<file path="config.mk">
export PLATFORM = sky130hd
export DESIGN_NAME = id_exe_hazard_reg
export DESIGN_NICKNAME = d
export VERILOG_FILES = /design/src/rtl/id_exe_hazard_reg.sv
export SDC_FILE = /design/constraint.sdc
export NUM_CORES = 1
export LEC_CHECK = 0
export CORE_MARGIN = 1.5
export CORE_UTILIZATION = 35
export CTS_CLUSTER_DIAMETER = 80
export DETAILED_ROUTE_END_ITERATION = 8
export PLACE_DENSITY_LB_ADDON = 0.12
export SLEW_MARGIN = 20
export SYNTH_ARGS = -nofsm -noshare
export SYNTH_HDL_FRONTEND = slang
export SYNTH_SLANG_ARGS = --single-unit
</file>
<file path="constraint.sdc">
create_clock -name clk -period 2.1 [get_ports clk]
set_input_delay 0.315 -clock clk [delete_from_list [all_inputs] [get_ports clk]]
set_output_delay 0.315 -clock clk [all_outputs]
set_load 0.01 [all_outputs]
</file>
<file path="src/rtl/id_exe_hazard_reg.sv">
// id_exe_hazard_reg: ID/EXE pipeline register for the MIPS-like core.
// Captures decoded operands/control, precomputes the ALU forwarding selects,
// detects load-use hazards (stall + bubble), squashes on flush and counts
// load-use bubbles in a saturating counter.
module id_exe_hazard_reg #(
  parameter int DSIZE = 32,
  parameter int ASIZE = 5,
  parameter int CSIZE = 16
) (
  input  logic             clk,
  input  logic             rst_n,
  input  logic             flush,
  input  logic             id_valid,
  input  logic [ASIZE-1:0] id_rs,
  input  logic [ASIZE-1:0] id_rt,
  input  logic             id_rt_used,
  input  logic             id_imm_sel,
  input  logic [DSIZE-1:0] id_rdata1,
  input  logic [DSIZE-1:0] id_rdata2_imm,
  input  logic [ASIZE-1:0] id_waddr,
  input  logic             id_wen,
  input  logic             id_mem_read,
  input  logic             id_mem_write,
  input  logic [3:0]       id_alu_op,
  input  logic [ASIZE-1:0] mem_waddr,
  input  logic             mem_wen,
  output logic             stall,
  output logic             ex_valid,
  output logic             ex_wen,
  output logic             ex_mem_read,
  output logic             ex_mem_write,
  output logic [DSIZE-1:0] ex_rdata1,
  output logic [DSIZE-1:0] ex_rdata2_imm,
  output logic [ASIZE-1:0] ex_waddr,
  output logic [3:0]       ex_alu_op,
  output logic [1:0]       ex_fwdA_sel,
  output logic [1:0]       ex_fwdB_sel,
  output logic [CSIZE-1:0] stall_cnt
);

  localparam logic [ASIZE-1:0] REG_ZERO = {ASIZE{1'b0}};
  localparam logic [CSIZE-1:0] CNT_MAX  = {CSIZE{1'b1}};
  localparam logic [CSIZE-1:0] CNT_ONE  = {{(CSIZE-1){1'b0}}, 1'b1};

  logic             r_valid;
  logic             r_wen;
  logic             r_mem_read;
  logic             r_mem_write;
  logic [DSIZE-1:0] r_rdata1;
  logic [DSIZE-1:0] r_rdata2_imm;
  logic [ASIZE-1:0] r_waddr;
  logic [3:0]       r_alu_op;
  logic [1:0]       r_fwd_a;
  logic [1:0]       r_fwd_b;
  logic [CSIZE-1:0] r_stall_cnt;

  logic             w_use_a;
  logic             w_use_b;
  logic             w_use_b_alu;
  logic             w_stall;
  logic [1:0]       w_fwd_a;
  logic [1:0]       w_fwd_b;

  // Forward select for one operand: the instruction now in EXE (next in MEM)
  // beats the one now in MEM (next in WB); register 0 is never forwarded.
  function automatic logic [1:0] fwd_sel(
    input logic             use_op,
    input logic [ASIZE-1:0] addr,
    input logic             exe_we,
    input logic [ASIZE-1:0] exe_wa,
    input logic             mem_we,
    input logic [ASIZE-1:0] mem_wa
  );
    logic [1:0] sel;
    sel = 2'd0;
    if (use_op && exe_we && (exe_wa != REG_ZERO) && (exe_wa == addr)) begin
      sel = 2'd1;
    end else if (use_op && mem_we && (mem_wa != REG_ZERO) && (mem_wa == addr)) begin
      sel = 2'd2;
    end else begin
      sel = 2'd0;
    end
    return sel;
  endfunction

  // Operand-use qualifiers, load-use detection and forwarding selects for ID.
  always_comb begin
    w_use_a     = id_valid && (id_rs != REG_ZERO);
    w_use_b     = id_valid && id_rt_used && (id_rt != REG_ZERO);
    w_use_b_alu = w_use_b && !id_imm_sel;
    w_stall     = r_mem_read && r_wen && (r_waddr != REG_ZERO) &&
                  ((w_use_a && (r_waddr == id_rs)) || (w_use_b && (r_waddr == id_rt))) &&
                  !flush;
    w_fwd_a     = fwd_sel(w_use_a, id_rs, r_wen, r_waddr, mem_wen, mem_waddr);
    w_fwd_b     = fwd_sel(w_use_b_alu, id_rt, r_wen, r_waddr, mem_wen, mem_waddr);
  end

  // ID/EXE register: flush squashes, a load-use stall inserts a counted bubble,
  // otherwise the ID instruction and its selects advance into EXE.
  always_ff @(posedge clk or negedge rst_n) begin
    if (!rst_n) begin
      r_valid      <= 1'b0;
      r_wen        <= 1'b0;
      r_mem_read   <= 1'b0;
      r_mem_write  <= 1'b0;
      r_rdata1     <= {DSIZE{1'b0}};
      r_rdata2_imm <= {DSIZE{1'b0}};
      r_waddr      <= REG_ZERO;
      r_alu_op     <= 4'd0;
      r_fwd_a      <= 2'd0;
      r_fwd_b      <= 2'd0;
      r_stall_cnt  <= {CSIZE{1'b0}};
    end else if (flush || w_stall) begin
      r_valid      <= 1'b0;
      r_wen        <= 1'b0;
      r_mem_read   <= 1'b0;
      r_mem_write  <= 1'b0;
      r_rdata1     <= {DSIZE{1'b0}};
      r_rdata2_imm <= {DSIZE{1'b0}};
      r_waddr      <= REG_ZERO;
      r_alu_op     <= 4'd0;
      r_fwd_a      <= 2'd0;
      r_fwd_b      <= 2'd0;
      // w_stall is already masked by flush, so a flush never counts
      if (w_stall && (r_stall_cnt != CNT_MAX)) begin
        r_stall_cnt <= r_stall_cnt + CNT_ONE;
      end else begin
        r_stall_cnt <= r_stall_cnt;
      end
    end else begin
      r_valid      <= id_valid;
      r_wen        <= id_wen;
      r_mem_read   <= id_mem_read;
      r_mem_write  <= id_mem_write;
      r_rdata1     <= id_rdata1;
      r_rdata2_imm <= id_rdata2_imm;
      r_waddr      <= id_waddr;
      r_alu_op     <= id_alu_op;
      r_fwd_a      <= w_fwd_a;
      r_fwd_b      <= w_fwd_b;
      r_stall_cnt  <= r_stall_cnt;
    end
  end

  assign stall         = w_stall;
  assign ex_valid      = r_valid;
  assign ex_wen        = r_wen;
  assign ex_mem_read   = r_mem_read;
  assign ex_mem_write  = r_mem_write;
  assign ex_rdata1     = r_rdata1;
  assign ex_rdata2_imm = r_rdata2_imm;
  assign ex_waddr      = r_waddr;
  assign ex_alu_op     = r_alu_op;
  assign ex_fwdA_sel   = r_fwd_a;
  assign ex_fwdB_sel   = r_fwd_b;
  assign stall_cnt     = r_stall_cnt;

endmodule

</file>
==> flow_metrics.env, run 1 <==
export IMPL_io_buffers=195
export IMPL_min_path_type="in -> async"
export IMPL_yosysMostFrequentCell="dfrtp_1"
export IMPL_regToRegSetupSlack_ns=-0.06
export IMPL_drive_above_1_share_pct=14.3
export IMPL_cts_tree="built"
export IMPL_htree_levels=3
export IMPL_finalHoldViolCount=0
export IMPL_cap_violations=0
export IMPL_grt_max_degree=53
export IMPL_avgSynthCellArea_um2=12.8
export IMPL_cts_sinks=97
export IMPL_synth_area_leaders="dfrtp_1, and2_1, xnor2_1"
export IMPL_slew_headroom_pct=67.9
export IMPL_drt_iter0_markers=67
export IMPL_ys_ff_latch=97
export IMPL_yosysWarningCount=0
export IMPL_start_kind="flop"
export IMPL_rr_worst_depth=9
export IMPL_postRouteAntennaNets=0
export IMPL_hpwl_um=7060
export IMPL_yosysTopAreaCellShare_pct=65.5
export IMPL_vias_per_cell=4.42
export IMPL_wl_um=10000
export IMPL_vdd_drop_max_uv=363
export IMPL_vias=2956
export IMPL_worstPathMaxFanout=3
export IMPL_grt_pass1_vias=3063
export IMPL_globalplace_congestion=0.817
export IMPL_status="complete, but fails checks"
export IMPL_dieArea_um2=11200
export IMPL_seq_area_um2=2430
export IMPL_core_um2=10300
export IMPL_drc=0
export IMPL_syn_cell_area_um2=3710
export IMPL_postLayoutSetupSlackWorst_ns=-0.0678
export IMPL_rsz0062_at_grt="true"
export IMPL_path_class="reg -> out"
export IMPL_worstReg2RegStart="ex_waddr[2]"
export IMPL_die_width_um=106
export IMPL_ys_top_cells_by_count="dfrtp_1, and2_1, xnor2_1"
export IMPL_skew_ns=0.0129
export IMPL_arrival_ns=1.85
export IMPL_start_util_pct=36.1
export IMPL_synth_edff_count=0
export IMPL_async_flop_share_pct=100
export IMPL_post_place_ws_ns=-0.583
export IMPL_fin_nets=627
export IMPL_die_y_um=106
export IMPL_dr_pass1_iters=4
export IMPL_gr_total_overflow=0
export IMPL_fp_row_count=37
export IMPL_violations="negative setup slack"
export IMPL_finish_utilization_pct=62.7
export IMPL_cts_max_path_buffers=2
export IMPL_total_leakage_power_nw=2.82
export IMPL_clkSlewWorstSetupHoldPaths_ns=0.10
export IMPL_cp_required_ns=1.78
export IMPL_ys_flop_type="dfrtp_1"
export IMPL_nFillCells=863
export IMPL_clockRootBuffer="clkbuf_8"
export IMPL_worst_skew_pair_late_latency_ns=0.36
export IMPL_synth_cell_types=28
export IMPL_setup_viol=65
export IMPL_grt_total_usage_pct=18.0
export IMPL_reg2reg_to="ex_rdata2_imm[25]"
export IMPL_antenna_cells=0
export IMPL_multi_input_area_um2=1250
export IMPL_avgRoutedWirePerCell_um=15.0
export IMPL_p_total_mw=3.84
export IMPL_endpoint_kind="output pin"
export IMPL_synth_nets=389
export IMPL_fmax_ghz=0.461
export IMPL_syn_inst=290
export IMPL_area_growth_pct=73.9
export IMPL_tightest_slew_ns=0.482
export IMPL_dp_cells=637
export IMPL_slew_violations=0
export IMPL_period_share_pct=103
export IMPL_synth_largest_area_cell="dfrtp_1"
export IMPL_layout_cells_non_filler=669
export IMPL_io_pins=196
export IMPL_period_minus_slack_ns=2.17
export IMPL_antenna_found_initial=0
export IMPL_ys_seq_area_share_pct=65.5
export IMPL_setup_tns_final_ns=-2.62
export IMPL_grt_pass1_wl_um=15300
export IMPL_cts_buffers=9
export IMPL_power_density_nw_per_um2=596
-- where the power goes --
group	total [mW]	switching, mW	internal, mW
Clock	1.23	0.639	0.588
Sequential	1.97	0.0280	1.94
Combinational	0.647	0.233	0.414
-- sequential cells by signal, indices dropped and copies added, names as in the netlist, 2 cells and up --
name           cells
ex_alu_op          4
ex_fwdA_sel        2
ex_fwdB_sel        2
ex_rdata1         32
ex_rdata2_imm     32
ex_waddr           5
stall_cnt         16
-- metal layers --
| metal | share of wire, % | global-route usage (%) |
|---|---|---|
| met5 | 0 | 0 |
| met3 | 9.1 | 7.36 |
| met1 | 38 | 19.6 |
| met4 | 1.6 | 8.59 |
| met2 | 52 | 30.3 |
-- worst max-delay path, cell delays in order (launching register included) --
cell and delay [ns]:
dfrtp_2 0.44, buf_4 0.15, xor2_1 0.16, nor4_2 0.31, or2_1 0.16, nand2_1 0.05
nor2_1 0.07, buf_2 0.14
-- cells in the final DEF (no fill, tap or decap), drive strengths merged, types with 8 or more instances in the layout --
master         netlist  layout
xor2                10      10
clkdlybuf4s50        0     184
nand3                9       9
dfrtp               97      97
and2                79      79
buf                  6      42
xnor2               25      25
clkbuf               6      15
nand2                8       8
nor2                 8       8
nand4                9       9
-- cell families (layout without fill, tap and decap cells) --
kind of cell	after synthesis	in the layout	synth area share, %
adders and majority gates	1	1	0.338
xor gates and xnor gates	35	35	8.27
AOI/OAI and AO/OA	6	6	1.42
and+or+nand+nor	136	136	21.7
DFF	97	97	65.5
buffers and inverters	14	257	2.46
muxes	1	1	0.304
-- how the worst max path moves through the flow --
stage | from | to | slack [ns]
after global routing | ex_waddr[2] | stall | -0.15
after detailed placement | id_rt[1] | stall | -0.58
after global placement | id_rt[1] | stall | -0.57
after floorplan | ex_waddr[0] | stall_cnt[1] | 0.01
after CTS | ex_waddr[1] | stall | -0.05
final | ex_waddr[2] | stall | -0.07
-- metrics by stage --
stage | area [um^2] | hold WS, ns
after floorplan | 3710 | 0.0194
after global placement | 5990 | 0.305
after detailed placement | 5990 | 0.304
after CTS | 6250 | 0.444
after global routing | 6450 | 0.481
final | 6450 | 0.450
-- final cells by class --
type                       instances  area share (%)
clock inverter                     4           0.815
timing repair buffer             239            37.1
tap                              136            2.64
sequential                        97            37.7
multi-input combinational        179            19.4
clock buffer                      12            2.25
inverter                           2           0.116
-- timing repair --
| item | in CTS | in global routing |
|---|---|---|
| resized for setup | 26 | 8 |
| buffers inserted | 3 | 9 |
| hold buffers | 1 | 0 |
| pin swaps | 7 | 11 |
| gates cloned | 0 | 4 |
| endpoints found under the setup margin | 82 | 82 |
| endpoints found under the hold margin | 33 | 0 |
Note: power is estimated with default switching activity, not from simulation.
==> inputs of run 2 (changes only) <==
--- a/config.mk
+++ b/config.mk
@@ -9,6 +9,7 @@
 export CORE_UTILIZATION = 35
 export CTS_CLUSTER_DIAMETER = 80
 export DETAILED_ROUTE_END_ITERATION = 8
+export HOLD_SLACK_MARGIN = 0.08
 export PLACE_DENSITY_LB_ADDON = 0.12
 export SLEW_MARGIN = 20
 export SYNTH_ARGS = -nofsm -noshare
==> results of run 2 <==
The final DEF is identical to that of run 1; final timing and power are the same.
